[src/rtl/control_sequencer_pkg.sv]
// Shared types and constants for the hardwired control sequencer.
// Holds the state encoding, opcode and ALU code tables, and the strobe bundle.
package control_sequencer_pkg;

  typedef enum logic [3:0] {
    ST_IDLE = 4'd0,
    ST_T0   = 4'd1,
    ST_T1   = 4'd2,
    ST_T2   = 4'd3,
    ST_T3   = 4'd4,
    ST_T4   = 4'd5,
    ST_T5   = 4'd6,
    ST_T6   = 4'd7,
    ST_HALT = 4'd8
  } state_e;

  typedef enum logic [2:0] {
    CL_BINARY  = 3'd0,
    CL_WIDE    = 3'd1,
    CL_UNARY   = 3'd2,
    CL_NOP     = 3'd3,
    CL_HALT    = 3'd4,
    CL_ILLEGAL = 3'd5
  } op_class_e;

  localparam logic [4:0] OPC_ADD  = 5'b00011;
  localparam logic [4:0] OPC_SUB  = 5'b00100;
  localparam logic [4:0] OPC_AND  = 5'b00101;
  localparam logic [4:0] OPC_OR   = 5'b00110;
  localparam logic [4:0] OPC_SHR  = 5'b00111;
  localparam logic [4:0] OPC_SHL  = 5'b01001;
  localparam logic [4:0] OPC_ROR  = 5'b01010;
  localparam logic [4:0] OPC_ROL  = 5'b01011;
  localparam logic [4:0] OPC_MUL  = 5'b01111;
  localparam logic [4:0] OPC_DIV  = 5'b10000;
  localparam logic [4:0] OPC_NEG  = 5'b10001;
  localparam logic [4:0] OPC_NOT  = 5'b10010;
  localparam logic [4:0] OPC_NOP  = 5'b11010;
  localparam logic [4:0] OPC_HALT = 5'b11011;

  localparam logic [7:0] ALU_NONE = 8'h00;
  localparam logic [7:0] ALU_ADD  = 8'h01;
  localparam logic [7:0] ALU_AND  = 8'h02;
  localparam logic [7:0] ALU_OR   = 8'h03;
  localparam logic [7:0] ALU_SUB  = 8'h04;
  localparam logic [7:0] ALU_MUL  = 8'h05;
  localparam logic [7:0] ALU_DIV  = 8'h06;
  localparam logic [7:0] ALU_SHR  = 8'h07;
  localparam logic [7:0] ALU_SHL  = 8'h08;
  localparam logic [7:0] ALU_ROR  = 8'h09;
  localparam logic [7:0] ALU_ROL  = 8'h0A;
  localparam logic [7:0] ALU_NEG  = 8'h0B;
  localparam logic [7:0] ALU_NOT  = 8'h0C;

  typedef struct packed {
    logic pc_out;
    logic mar_in;
    logic inc_pc;
    logic z_in;
    logic zlow_out;
    logic zhigh_out;
    logic pc_in;
    logic read;
    logic mdr_in;
    logic mdr_out;
    logic ir_in;
    logic y_in;
    logic hi_in;
    logic lo_in;
    logic r_in;
    logic r_out;
  } strobes_t;

  function automatic logic [4:0] ir_opc(input logic [31:0] ir);
    return ir[31:27];
  endfunction

  // Register field n (0=Ra, 1=Rb, 2=Rc) sits in consecutive nibbles below the opcode.
  function automatic logic [3:0] ir_reg(input logic [31:0] ir, input logic [1:0] n);
    logic [3:0] f;
    case (n)
      2'd0:    f = ir[26:23];
      2'd1:    f = ir[22:19];
      2'd2:    f = ir[18:15];
      default: f = 4'd0;
    endcase
    return f;
  endfunction

endpackage

[src/rtl/control_sequencer_if.sv]
// Handshake and strobe bundle between the control sequencer (master) and the DataPath (slave).
interface control_sequencer_if #(
  parameter int COUNT_W    = 16,
  parameter int ALU_CTRL_W = 8
);
  logic                  run;
  logic                  mem_ready;
  logic [31:0]           ir;
  logic PCout, MARin, IncPC, Zin, Zlowout, Zhighout, PCin;
  logic read, MDRin, MDRout, IRin, Yin, HIin, LOin;
  logic                  Rin;
  logic                  Rout;
  logic [3:0]            reg_sel;
  logic [ALU_CTRL_W-1:0] ALU_control;
  logic                  halted;
  logic                  illegal_op;
  logic [COUNT_W-1:0]    instr_count;
  logic [3:0]            state_out;

  modport master (
    input  run, mem_ready, ir,
    output PCout, MARin, IncPC, Zin, Zlowout, Zhighout, PCin,
    output read, MDRin, MDRout, IRin, Yin, HIin, LOin,
    output Rin, Rout, reg_sel, ALU_control, halted, illegal_op, instr_count, state_out
  );

  modport slave (
    output run, mem_ready, ir,
    input  PCout, MARin, IncPC, Zin, Zlowout, Zhighout, PCin,
    input  read, MDRin, MDRout, IRin, Yin, HIin, LOin,
    input  Rin, Rout, reg_sel, ALU_control, halted, illegal_op, instr_count, state_out
  );
endinterface

[src/rtl/control_sequencer_instr_decoder.sv]
// Combinational opcode decoder: classifies the opcode and looks up its ALU code.
module instr_decoder
  import control_sequencer_pkg::*;
(
  input  logic [4:0] opc,
  output op_class_e  op_class,
  output logic [7:0] alu_code
);

  always_comb begin
    op_class = CL_ILLEGAL;
    alu_code = ALU_NONE;
    case (opc)
      OPC_ADD:  begin op_class = CL_BINARY; alu_code = ALU_ADD; end
      OPC_SUB:  begin op_class = CL_BINARY; alu_code = ALU_SUB; end
      OPC_AND:  begin op_class = CL_BINARY; alu_code = ALU_AND; end
      OPC_OR:   begin op_class = CL_BINARY; alu_code = ALU_OR;  end
      OPC_SHR:  begin op_class = CL_BINARY; alu_code = ALU_SHR; end
      OPC_SHL:  begin op_class = CL_BINARY; alu_code = ALU_SHL; end
      OPC_ROR:  begin op_class = CL_BINARY; alu_code = ALU_ROR; end
      OPC_ROL:  begin op_class = CL_BINARY; alu_code = ALU_ROL; end
      OPC_MUL:  begin op_class = CL_WIDE;   alu_code = ALU_MUL; end
      OPC_DIV:  begin op_class = CL_WIDE;   alu_code = ALU_DIV; end
      OPC_NEG:  begin op_class = CL_UNARY;  alu_code = ALU_NEG; end
      OPC_NOT:  begin op_class = CL_UNARY;  alu_code = ALU_NOT; end
      OPC_NOP:  begin op_class = CL_NOP;    alu_code = ALU_NONE; end
      OPC_HALT: begin op_class = CL_HALT;   alu_code = ALU_NONE; end
      default:  begin op_class = CL_ILLEGAL; alu_code = ALU_NONE; end
    endcase
  end

endmodule

[src/rtl/control_sequencer.sv]
// Hardwired control unit: fetch T0-T2, decode T3, register-register execute T3-T6.
// Build option CU_ILLEGAL_TRAP_EN traps undefined opcodes into HALT with illegal_op set.
module control_sequencer
  import control_sequencer_pkg::*;
#(
  parameter int COUNT_W    = 16,
  parameter int ALU_CTRL_W = 8
) (
  input  logic clock,
  input  logic clear_n,
  control_sequencer_if.master bus
);

  state_e             state_q, state_d;
  logic [COUNT_W-1:0] count_q, count_d;
  op_class_e          op_class_s;
  logic [7:0]         alu_code_s;
  logic [3:0]         ra_s, rb_s, rc_s;
  logic               wide_s;
  logic               end_s;
  strobes_t           strb_s;
  logic [3:0]         reg_sel_s;
  logic [7:0]         alu_s;
  logic               unused_ir_s;

  assign ra_s        = ir_reg(bus.ir, 2'd0);
  assign rb_s        = ir_reg(bus.ir, 2'd1);
  assign rc_s        = ir_reg(bus.ir, 2'd2);
  assign wide_s      = (op_class_s == CL_WIDE);
  assign unused_ir_s = ^bus.ir[14:0];

  instr_decoder u_dec (
    .opc      (ir_opc(bus.ir)),
    .op_class (op_class_s),
    .alu_code (alu_code_s)
  );

`ifdef CU_ILLEGAL_TRAP_EN
  logic illegal_q, illegal_d;
`endif

  // Next state; end_s marks the retiring edge where the counter bumps and run is re-sampled.
  always_comb begin
    state_d = state_q;
    count_d = count_q;
    end_s   = 1'b0;
`ifdef CU_ILLEGAL_TRAP_EN
    illegal_d = illegal_q;
`endif
    case (state_q)
      ST_IDLE: begin
        if (bus.run) state_d = ST_T0;
        else         state_d = ST_IDLE;
      end
      ST_T0: state_d = ST_T1;
      ST_T1: begin
        if (bus.mem_ready) state_d = ST_T2;
        else               state_d = ST_T1;
      end
      ST_T2: state_d = ST_T3;
      ST_T3: begin
        case (op_class_s)
          CL_BINARY, CL_WIDE: state_d = ST_T4;
          CL_UNARY:           state_d = ST_T5;
          CL_NOP:             end_s   = 1'b1;
          CL_HALT: begin
            state_d = ST_HALT;
            count_d = count_q + COUNT_W'(1);
          end
          CL_ILLEGAL: begin
`ifdef CU_ILLEGAL_TRAP_EN
            state_d   = ST_HALT;
            illegal_d = 1'b1;
`else
            end_s = 1'b1;
`endif
          end
          default: end_s = 1'b1;
        endcase
      end
      ST_T4: state_d = ST_T5;
      ST_T5: begin
        if (wide_s) state_d = ST_T6;
        else        end_s   = 1'b1;
      end
      ST_T6:   end_s   = 1'b1;
      ST_HALT: state_d = ST_HALT;
      default: state_d = ST_IDLE;
    endcase
    if (end_s) begin
      count_d = count_q + COUNT_W'(1);
      state_d = bus.run ? ST_T0 : ST_IDLE;
    end else begin
      count_d = count_d;
    end
  end

  // State, retired-instruction counter and trap flag.
  always_ff @(posedge clock or negedge clear_n) begin
    if (!clear_n) begin
      state_q <= ST_IDLE;
      count_q <= {COUNT_W{1'b0}};
`ifdef CU_ILLEGAL_TRAP_EN
      illegal_q <= 1'b0;
`endif
    end else begin
      state_q <= state_d;
      count_q <= count_d;
`ifdef CU_ILLEGAL_TRAP_EN
      illegal_q <= illegal_d;
`endif
    end
  end

  // Moore strobe decode: exactly one bus driver per state, selects zeroed when unused.
  always_comb begin
    strb_s    = strobes_t'(16'h0000);
    reg_sel_s = 4'd0;
    alu_s     = ALU_NONE;
    case (state_q)
      ST_T0: begin
        strb_s.pc_out = 1'b1;
        strb_s.mar_in = 1'b1;
        strb_s.inc_pc = 1'b1;
        strb_s.z_in   = 1'b1;
      end
      ST_T1: begin
        strb_s.zlow_out = 1'b1;
        strb_s.pc_in    = 1'b1;
        strb_s.read     = 1'b1;
        strb_s.mdr_in   = 1'b1;
      end
      ST_T2: begin
        strb_s.mdr_out = 1'b1;
        strb_s.ir_in   = 1'b1;
      end
      ST_T3: begin
        if (op_class_s == CL_BINARY || op_class_s == CL_WIDE) begin
          strb_s.r_out = 1'b1;
          strb_s.y_in  = 1'b1;
          reg_sel_s    = rb_s;
        end else if (op_class_s == CL_UNARY) begin
          strb_s.r_out = 1'b1;
          strb_s.z_in  = 1'b1;
          reg_sel_s    = rb_s;
          alu_s        = alu_code_s;
        end else begin
          reg_sel_s = 4'd0;
        end
      end
      ST_T4: begin
        strb_s.r_out = 1'b1;
        strb_s.z_in  = 1'b1;
        reg_sel_s    = rc_s;
        alu_s        = alu_code_s;
      end
      ST_T5: begin
        strb_s.zlow_out = 1'b1;
        if (wide_s) begin
          strb_s.lo_in = 1'b1;
        end else begin
          strb_s.r_in = 1'b1;
          reg_sel_s   = ra_s;
        end
      end
      ST_T6: begin
        strb_s.zhigh_out = 1'b1;
        strb_s.hi_in     = 1'b1;
      end
      default: strb_s = strobes_t'(16'h0000);
    endcase
  end

  assign bus.PCout       = strb_s.pc_out;
  assign bus.MARin       = strb_s.mar_in;
  assign bus.IncPC       = strb_s.inc_pc;
  assign bus.Zin         = strb_s.z_in;
  assign bus.Zlowout     = strb_s.zlow_out;
  assign bus.Zhighout    = strb_s.zhigh_out;
  assign bus.PCin        = strb_s.pc_in;
  assign bus.read        = strb_s.read;
  assign bus.MDRin       = strb_s.mdr_in;
  assign bus.MDRout      = strb_s.mdr_out;
  assign bus.IRin        = strb_s.ir_in;
  assign bus.Yin         = strb_s.y_in;
  assign bus.HIin        = strb_s.hi_in;
  assign bus.LOin        = strb_s.lo_in;
  assign bus.Rin         = strb_s.r_in;
  assign bus.Rout        = strb_s.r_out;
  assign bus.reg_sel     = reg_sel_s;
  assign bus.ALU_control = ALU_CTRL_W'(alu_s);
  assign bus.halted      = (state_q == ST_HALT);
  assign bus.instr_count = count_q;
  assign bus.state_out   = state_q;
`ifdef CU_ILLEGAL_TRAP_EN
  assign bus.illegal_op  = illegal_q;
`else
  assign bus.illegal_op  = 1'b0;
`endif

endmodule

[src/flat_wrapper.sv]
// flat-port wrapper written by rule: the top's interface ports become plain ports
module control_sequencer_flat import control_sequencer_pkg::*;
#(
  parameter int COUNT_W    = 16,
  parameter int ALU_CTRL_W = 8
)
  (clock, clear_n, bus_run, bus_mem_ready, bus_ir, bus_PCout, bus_MARin, bus_IncPC, bus_Zin, bus_Zlowout, bus_Zhighout, bus_PCin, bus_read, bus_MDRin, bus_MDRout, bus_IRin, bus_Yin, bus_HIin, bus_LOin, bus_Rin, bus_Rout, bus_reg_sel, bus_ALU_control, bus_halted, bus_illegal_op, bus_instr_count, bus_state_out);
  control_sequencer_if #(.COUNT_W(COUNT_W), .ALU_CTRL_W(ALU_CTRL_W)) bus_i ();
  input  logic clock;
  input  logic clear_n;
  input wire logic [$bits(bus_i.run)-1:0] bus_run;
  input wire logic [$bits(bus_i.mem_ready)-1:0] bus_mem_ready;
  input wire logic [$bits(bus_i.ir)-1:0] bus_ir;
  output wire logic [$bits(bus_i.PCout)-1:0] bus_PCout;
  output wire logic [$bits(bus_i.MARin)-1:0] bus_MARin;
  output wire logic [$bits(bus_i.IncPC)-1:0] bus_IncPC;
  output wire logic [$bits(bus_i.Zin)-1:0] bus_Zin;
  output wire logic [$bits(bus_i.Zlowout)-1:0] bus_Zlowout;
  output wire logic [$bits(bus_i.Zhighout)-1:0] bus_Zhighout;
  output wire logic [$bits(bus_i.PCin)-1:0] bus_PCin;
  output wire logic [$bits(bus_i.read)-1:0] bus_read;
  output wire logic [$bits(bus_i.MDRin)-1:0] bus_MDRin;
  output wire logic [$bits(bus_i.MDRout)-1:0] bus_MDRout;
  output wire logic [$bits(bus_i.IRin)-1:0] bus_IRin;
  output wire logic [$bits(bus_i.Yin)-1:0] bus_Yin;
  output wire logic [$bits(bus_i.HIin)-1:0] bus_HIin;
  output wire logic [$bits(bus_i.LOin)-1:0] bus_LOin;
  output wire logic [$bits(bus_i.Rin)-1:0] bus_Rin;
  output wire logic [$bits(bus_i.Rout)-1:0] bus_Rout;
  output wire logic [$bits(bus_i.reg_sel)-1:0] bus_reg_sel;
  output wire logic [$bits(bus_i.ALU_control)-1:0] bus_ALU_control;
  output wire logic [$bits(bus_i.halted)-1:0] bus_halted;
  output wire logic [$bits(bus_i.illegal_op)-1:0] bus_illegal_op;
  output wire logic [$bits(bus_i.instr_count)-1:0] bus_instr_count;
  output wire logic [$bits(bus_i.state_out)-1:0] bus_state_out;
  assign bus_i.run = bus_run;
  assign bus_i.mem_ready = bus_mem_ready;
  assign bus_i.ir = bus_ir;
  assign bus_PCout = bus_i.PCout;
  assign bus_MARin = bus_i.MARin;
  assign bus_IncPC = bus_i.IncPC;
  assign bus_Zin = bus_i.Zin;
  assign bus_Zlowout = bus_i.Zlowout;
  assign bus_Zhighout = bus_i.Zhighout;
  assign bus_PCin = bus_i.PCin;
  assign bus_read = bus_i.read;
  assign bus_MDRin = bus_i.MDRin;
  assign bus_MDRout = bus_i.MDRout;
  assign bus_IRin = bus_i.IRin;
  assign bus_Yin = bus_i.Yin;
  assign bus_HIin = bus_i.HIin;
  assign bus_LOin = bus_i.LOin;
  assign bus_Rin = bus_i.Rin;
  assign bus_Rout = bus_i.Rout;
  assign bus_reg_sel = bus_i.reg_sel;
  assign bus_ALU_control = bus_i.ALU_control;
  assign bus_halted = bus_i.halted;
  assign bus_illegal_op = bus_i.illegal_op;
  assign bus_instr_count = bus_i.instr_count;
  assign bus_state_out = bus_i.state_out;
  control_sequencer #(.COUNT_W(COUNT_W), .ALU_CTRL_W(ALU_CTRL_W)) u_core (.clock(clock), .clear_n(clear_n), .bus(bus_i));
endmodule
[config.mk]
export PLATFORM = sky130hd
export DESIGN_NAME = control_sequencer_flat
export DESIGN_NICKNAME = d
export VERILOG_FILES = /design/src/rtl/control_sequencer_pkg.sv /design/src/rtl/control_sequencer_if.sv /design/src/rtl/control_sequencer_instr_decoder.sv /design/src/rtl/control_sequencer.sv /design/src/flat_wrapper.sv
export SDC_FILE = /design/constraint.sdc
export NUM_CORES = 1
export LEC_CHECK = 0
export ABC_AREA = 1
export CORE_MARGIN = 10
export CORE_UTILIZATION = 45
export DETAILED_ROUTE_END_ITERATION = 10
export GPL_TIMING_DRIVEN = 1
export HOLD_SLACK_MARGIN = 0.1
export MAX_ROUTING_LAYER = met4
export PLACE_DENSITY = 0.87
export SETUP_SLACK_MARGIN = 0.02
export SLEW_MARGIN = 20
export SYNTH_ARGS = -nofsm -noshare
export SYNTH_HDL_FRONTEND = slang
export SYNTH_SLANG_ARGS = --single-unit
[constraint.sdc]
create_clock -name clock -period 4.7 [get_ports clock]
set_input_delay 0.94 -clock clock [delete_from_list [all_inputs] [get_ports clock]]
set_output_delay 0.94 -clock clock [all_outputs]
set_load 0.01 [all_outputs]
==> results of run 1 <==
==> layer usage <==
layer / part of all wire / up-vias / wire [microns]
li1: - / 1006 / -
met1: 0.45 / 911 / 2395
met2: 0.48 / 63 / 2554
met3: 0.052 / 11 / 276
met4: 0.012 / 0 / 64
met5: 0 / - / 0
==> through the flow <==
| stage | power, mW | cell area (sq um) | std cells | utilization | hold WS, ps |
|---|---|---|---|---|---|
| after floorplan | 0.5250 | 1852 | 283 | - | 593.7 |
| after global placement | 0.7218 | 2455 | 383 | 0.6181 | 570.0 |
| after detailed placement | 0.7305 | 2455 | 383 | 0.6181 | 577.6 |
| after CTS | 0.8671 | 2510 | 387 | 0.6320 | 598.8 |
| after global routing | 0.9266 | 2510 | 387 | 0.6320 | 637.2 |
| final | 0.8606 | 2510 | 387 | 0.6320 | 602.4 |
==> critical path: stages <==
cell and delay [ps]:
clkdlybuf4s50_1 510, inv_1 110, ha_1 350, nand2_1 80
nand2_2 70, nand3_1 70, nand2_1 160, o21ai_2 90
nor2_1 280, nand2_1 100, nand3_1 100, clkdlybuf4s50_1 550
==> sequential cells by signal, summed over array words and instances, names as in the netlist <==
signal and count:
u_core.bus.instr_count 16, u_core.bus.state_out 4
==> cell usage after synthesis, types with 2 or more instances <==
cell / number / area [sq um]
a21oi_1: 4 / 20.02
a22oi_1: 2 / 15.01
a31oi_1: 3 / 18.77
buf_4: 13 / 97.59
dfrtp_1: 20 / 500.5
ha_1: 6 / 75.07
inv_1: 27 / 101.4
inv_2: 4 / 15.01
nand2_1: 92 / 345.3
nand2_2: 4 / 25.02
nand3_1: 17 / 85.08
nand3_2: 2 / 20.02
nand4_1: 19 / 118.9
nor2_1: 29 / 108.9
nor3_1: 6 / 30.03
o21ai_0: 2 / 10.01
o21ai_2: 2 / 17.52
xnor2_1: 6 / 52.55
xor2_1: 8 / 70.07
==> cell type report <==
| class | instances | share of cell area |
|---|---|---|
| tap | 50 | 0.02493 |
| sequential | 20 | 0.1994 |
| multi-input combinational | 216 | 0.4452 |
| inverter | 31 | 0.04636 |
| clock buffer | 4 | 0.02193 |
| timing repair buffer | 66 | 0.2622 |
==> kinds of logic (layout without fill, tap and decap cells) <==
logic type,after synthesis,after routing,share of synthesized area
adders and majority gates,6,6,0.04087
buffers and inverters,47,101,0.1274
xor gates and xnor gates,14,14,0.06676
DFF,20,20,0.2725
AOI/OAI and AO/OA,16,16,0.06131
other,1,5,0.002042
and+or+nand+nor,175,175,0.4292
==> worst max-delay path by stage <==
stage	startpoint	endpoint	slack, ps
2_1_floorplan	bus_ir[28]	bus_reg_sel[0]	1480
3_3_place_gp	bus_ir[28]	bus_reg_sel[2]	430
3_5_place_dp	bus_ir[28]	bus_reg_sel[3]	350
4_1_cts	bus_ir[28]	bus_reg_sel[3]	350
5_1_grt	bus_ir[28]	bus_reg_sel[3]	190
6_report	bus_ir[28]	bus_reg_sel[3]	340
==> power by group <==
| part | internal, mW | leakage [nW] | total, mW | switching [mW] |
|---|---|---|---|---|
| Clock | 0.0746 | 0.0288 | 0.133 | 0.0580 |
| Sequential | 0.200 | 0.271 | 0.235 | 0.0344 |
| Combinational | 0.226 | 0.901 | 0.493 | 0.268 |
| Total | 0.501 | 1.20 | 0.861 | 0.360 |
==> impl_metrics.ini, run 1 <==
[floorplan]
start_util = 0.4625
die_h_microns = 83.89
dieWidth_microns = 83.89
io_pins = 86
rows = 23
dieArea_sq_um = 7038
fp.coreArea_sq_um = 3971

[timing]
fin_ws_ps = 342.1
clock_skew_ps = 7.326
maxSlewHeadroom = 0.4074
rsz0062_at_grt = false
timing.fmax_mhz = 229.5
fin_crit_ps = 4358
tightest_slew_ps = 886.1
finalSetupTns_ps = 0
hold_viol = 0
drv_slew = 0
timing.final.crit_share = 0.9272
setup_viol = 0

[grt]
grt_first_pass_wirelength_microns = 8749
grt_use_met1 = 0.1678
grt.met2_usage = 0.2509
gr-total-overflow = 0
grt_max_degree = 21
antenna_found_initial = 0
grtUsageMet3 = 0.03516
grt_pass1_vias = 1840
busiest_layer = met2
grt_usage = 0.1462

[worst_hold_path]
hold_start = u_core.bus.instr_count[1]
hp-class = flip-flop to flip-flop
hold_end = u_core.bus.instr_count[1]
holdPathStages = 2

[synthesis]
synth_edf_count = 0
synth_area_sq_um = 1837
synthCells = 279
ys_warn_count = 0
async_flop_share = 1.000
yosys.cell_types.count = 32
yosys_most_used_dff = dfrtp_1
synth_seq_area_share = 0.2725
synth_area_per_cell_sq_um = 6.583
ys_ff_latch = 20

[clock_network]
ctsResizeCount = 0
clockRootBuffer = clkbuf_8
clock-sinks = 20
cts_tree = done
clockBufferDepth = 2
postCtsHoldBufs = 0
cts.htree.levels = 1
cts.clk_slew.worst_paths_ps = 70
clk_latency_ps = 260
cts_setup_buffers = 0
cts_buffers = 3

[cells_and_area]
multi_input_area_sq_um = 1117
fin_nets = 380
mostFrequentLayoutCells = nand2_1, clkdlybuf4s50_1, nor2_1
mostFrequentLayoutCell = nand2_1
drive_above_1_share = 0.06528
area_growth_pct = 36.65
fillers = 382
seqCellArea_sq_um = 500.5
n_antenna_cell = 0

[setup_path]
worstRegToRegCells = 7
crit_required_ps = 3760
crit_type = primary input to output pin
crit_path_start_kind = primary input
cp.arrival_ps = 3420
r2r-end = u_core.bus.instr_count[15]
r2r_start = u_core.bus.state_out[1]
endpoint_kind = output pin
critPathMaxFanout = 5
ff2ff_setup_slack_ps = 2660

[drt]
first_pass_iters = 4
viasPerCell = 5.145
drcViolationCount = 0
num_vias = 1991
antenna_left = 0
finalWirelength_microns = 5291
wl_per_cell_microns = 13.67
drt-initial-drc-count = 90

[pwr]
power_leakage_nw = 1.201
p_per_area_nw_per_um2 = 342.9
max-vdd-ir-drop_mv = 0.2795

[outcome]
status = completed

[place]
portBuffers = 65
gp_congestion = 0.9756
dp_hpwl_microns = 4145
pre_cts_ws_ps = 347.2

[flow_run]
maxCapViolations = 0
No activity file was read; power rests on OpenSTA's default activity.
==> inputs of run 2 (changes only) <==
Settings changed: CAP_MARGIN from default to 20.
==> results of run 2 <==
No change in the layout: final DEF, timing and power equal those of run 1.
==> inputs of run 3 (changes only) <==
--- a/constraint.sdc
+++ b/constraint.sdc
@@ -3,2 +3,2 @@
 set_output_delay 0.94 -clock clock [all_outputs]
-set_load 0.01 [all_outputs]
+set_load 0.02 [all_outputs]
==> run 3 against run 2 <==
Against the previous run:
- combinational power rose by 13%
- count of clock-buffer cells in the layout fell by 1
- register-to-register slack got worse by 60 ps
- cell count fell by 0.26%
- routed wire length fell by 1.2%
- die area did not move
- clock power fell by 18%
- largest power group unchanged
- sequential cell count did not move
- final area fell by 0.55%
- worst setup slack got worse by 21 ps
- maximum frequency fell by 0.48%
- worst hold slack got worse by 7.0 ps
==> impl_metrics.ini, run 3 (same netlist as run 1, synthesis figures left out) <==
[setup_path]
cp.arrival_ps = 3440
crit_type = primary input to output pin
crit_required_ps = 3760
endpoint_kind = output pin
critPathMaxFanout = 5
crit_path_start_kind = primary input

[clock_network]
cts_buffers = 3
cts_setup_buffers = 0
clockBufferDepth = 2
cts.htree.levels = 1
clock-sinks = 20
ctsResizeCount = 0
clockRootBuffer = clkbuf_8
postCtsHoldBufs = 0
clk_latency_ps = 250
cts.clk_slew.worst_paths_ps = 70
cts_tree = done

[drt]
num_vias = 1975
first_pass_iters = 4
viasPerCell = 5.117
antenna_left = 0
wl_per_cell_microns = 13.54
drcViolationCount = 0
finalWirelength_microns = 5228
drt-initial-drc-count = 164

[grt]
grt_pass1_vias = 1867
grt_max_degree = 21
antenna_found_initial = 0
grt_usage = 0.1447
grt_first_pass_wirelength_microns = 8680
gr-total-overflow = 0

[cells_and_area]
n_antenna_cell = 0
area_growth_pct = 35.90
mostFrequentLayoutCells = nand2_1, clkdlybuf4s50_1, nor2_1
mostFrequentLayoutCell = nand2_1
fin_nets = 380
drive_above_1_share = 0.06250
largest_register_ffs = 16

[outcome]
status = completed

[pwr]
max-vdd-ir-drop_mv = 0.3537
p_per_area_nw_per_um2 = 361.6
power_leakage_nw = 1.194

[timing]
drv_slew = 0
fin_ws_ps = 321.2
clock_skew_ps = 5.935
maxSlewHeadroom = 0.4100
timing.final.crit_share = 0.9317
finalSetupTns_ps = 0
setup_viol = 0
fin_crit_ps = 4379
timing.fmax_mhz = 228.4
tightest_slew_ps = 882.3
hold_viol = 0
rsz0062_at_grt = false

[floorplan]
dieWidth_microns = 83.89
die_h_microns = 83.89
io_pins = 86
start_util = 0.4625
rows = 23
dieArea_sq_um = 7038
fp.coreArea_sq_um = 3971

[place]
pre_cts_ws_ps = 322.5
dp_hpwl_microns = 4122
portBuffers = 65
gp_congestion = 0.9760

[worst_hold_path]
hp-class = flip-flop to flip-flop

[flow_run]
maxCapViolations = 0
==> run 3: worst max-delay path, stage by stage <==
cell and delay (ps):
clkdlybuf4s50_1 500, inv_1 100, ha_1 340, nand2_1 80
nand2_2 70, nand3_1 70, nand2_1 150, o21ai_2 90
nor2_1 270, nand2_1 90, nand3_1 100, clkdlybuf4s50_1 620
==> run 3: area by class of cell <==
type                            instances  area, sq um
Fill cell                             383         1475
Multi-Input combinational cell        216         1117
Timing Repair Buffer                   66        658.1
Sequential cell                        20        500.5
Inverter                               31        116.4
Tap cell                               50        62.56
Clock buffer                            3        41.29
==> run 3: path summary, 6_finish.rpt <==
| check | from | endpoint | slack (ps) | depth (start not counted) |
|---|---|---|---|---|
| min in group asynchronous | clear_n | u_core.bus.instr_count[8] | 1180 | 1 |
| worst min-delay path | u_core.bus.instr_count[15] | u_core.bus.instr_count[15] | 600 | 2 |
| worst max-delay path | bus_ir[28] | bus_reg_sel[3] | 320 | 12 |
| max in group asynchronous | clear_n | u_core.bus.instr_count[0] | 2970 | 1 |
| worst min register to register | u_core.bus.instr_count[15] | u_core.bus.instr_count[15] | 600 | 2 |
| worst max register to register | u_core.bus.state_out[2] | u_core.bus.instr_count[2] | 2600 | 8 |
==> run 3: where the power goes <==
group	switching [mW]	total, mW	internal (mW)
Sequential	0.0350	0.235	0.200
Combinational	0.332	0.558	0.226
Clock	0.0525	0.109	0.0570
==> run 3: per-stage QoR <==
step	hold slack (ps)	utilization	instance area, sq um	power (mW)	std cells
final	595.4	0.6285	2496	0.9025	386
after floorplan	644.4	-	1852	0.5898	283
after detailed placement	580.7	0.6181	2455	0.7963	383
after global routing	645.1	0.6285	2496	0.9685	386
after global placement	570.0	0.6181	2455	0.7866	383
after CTS	605.1	0.6285	2496	0.9113	386
==> run 3: metal layers <==
metal  vias to the layer above  part of all wire  global-route usage
li1                       1002                 -                   -
met1                       903              0.46              0.1709
met2                        66              0.48              0.2432
met3                         4             0.054             0.03516
met4                         0            0.0099             0.02892
met5                         -                 0                   -
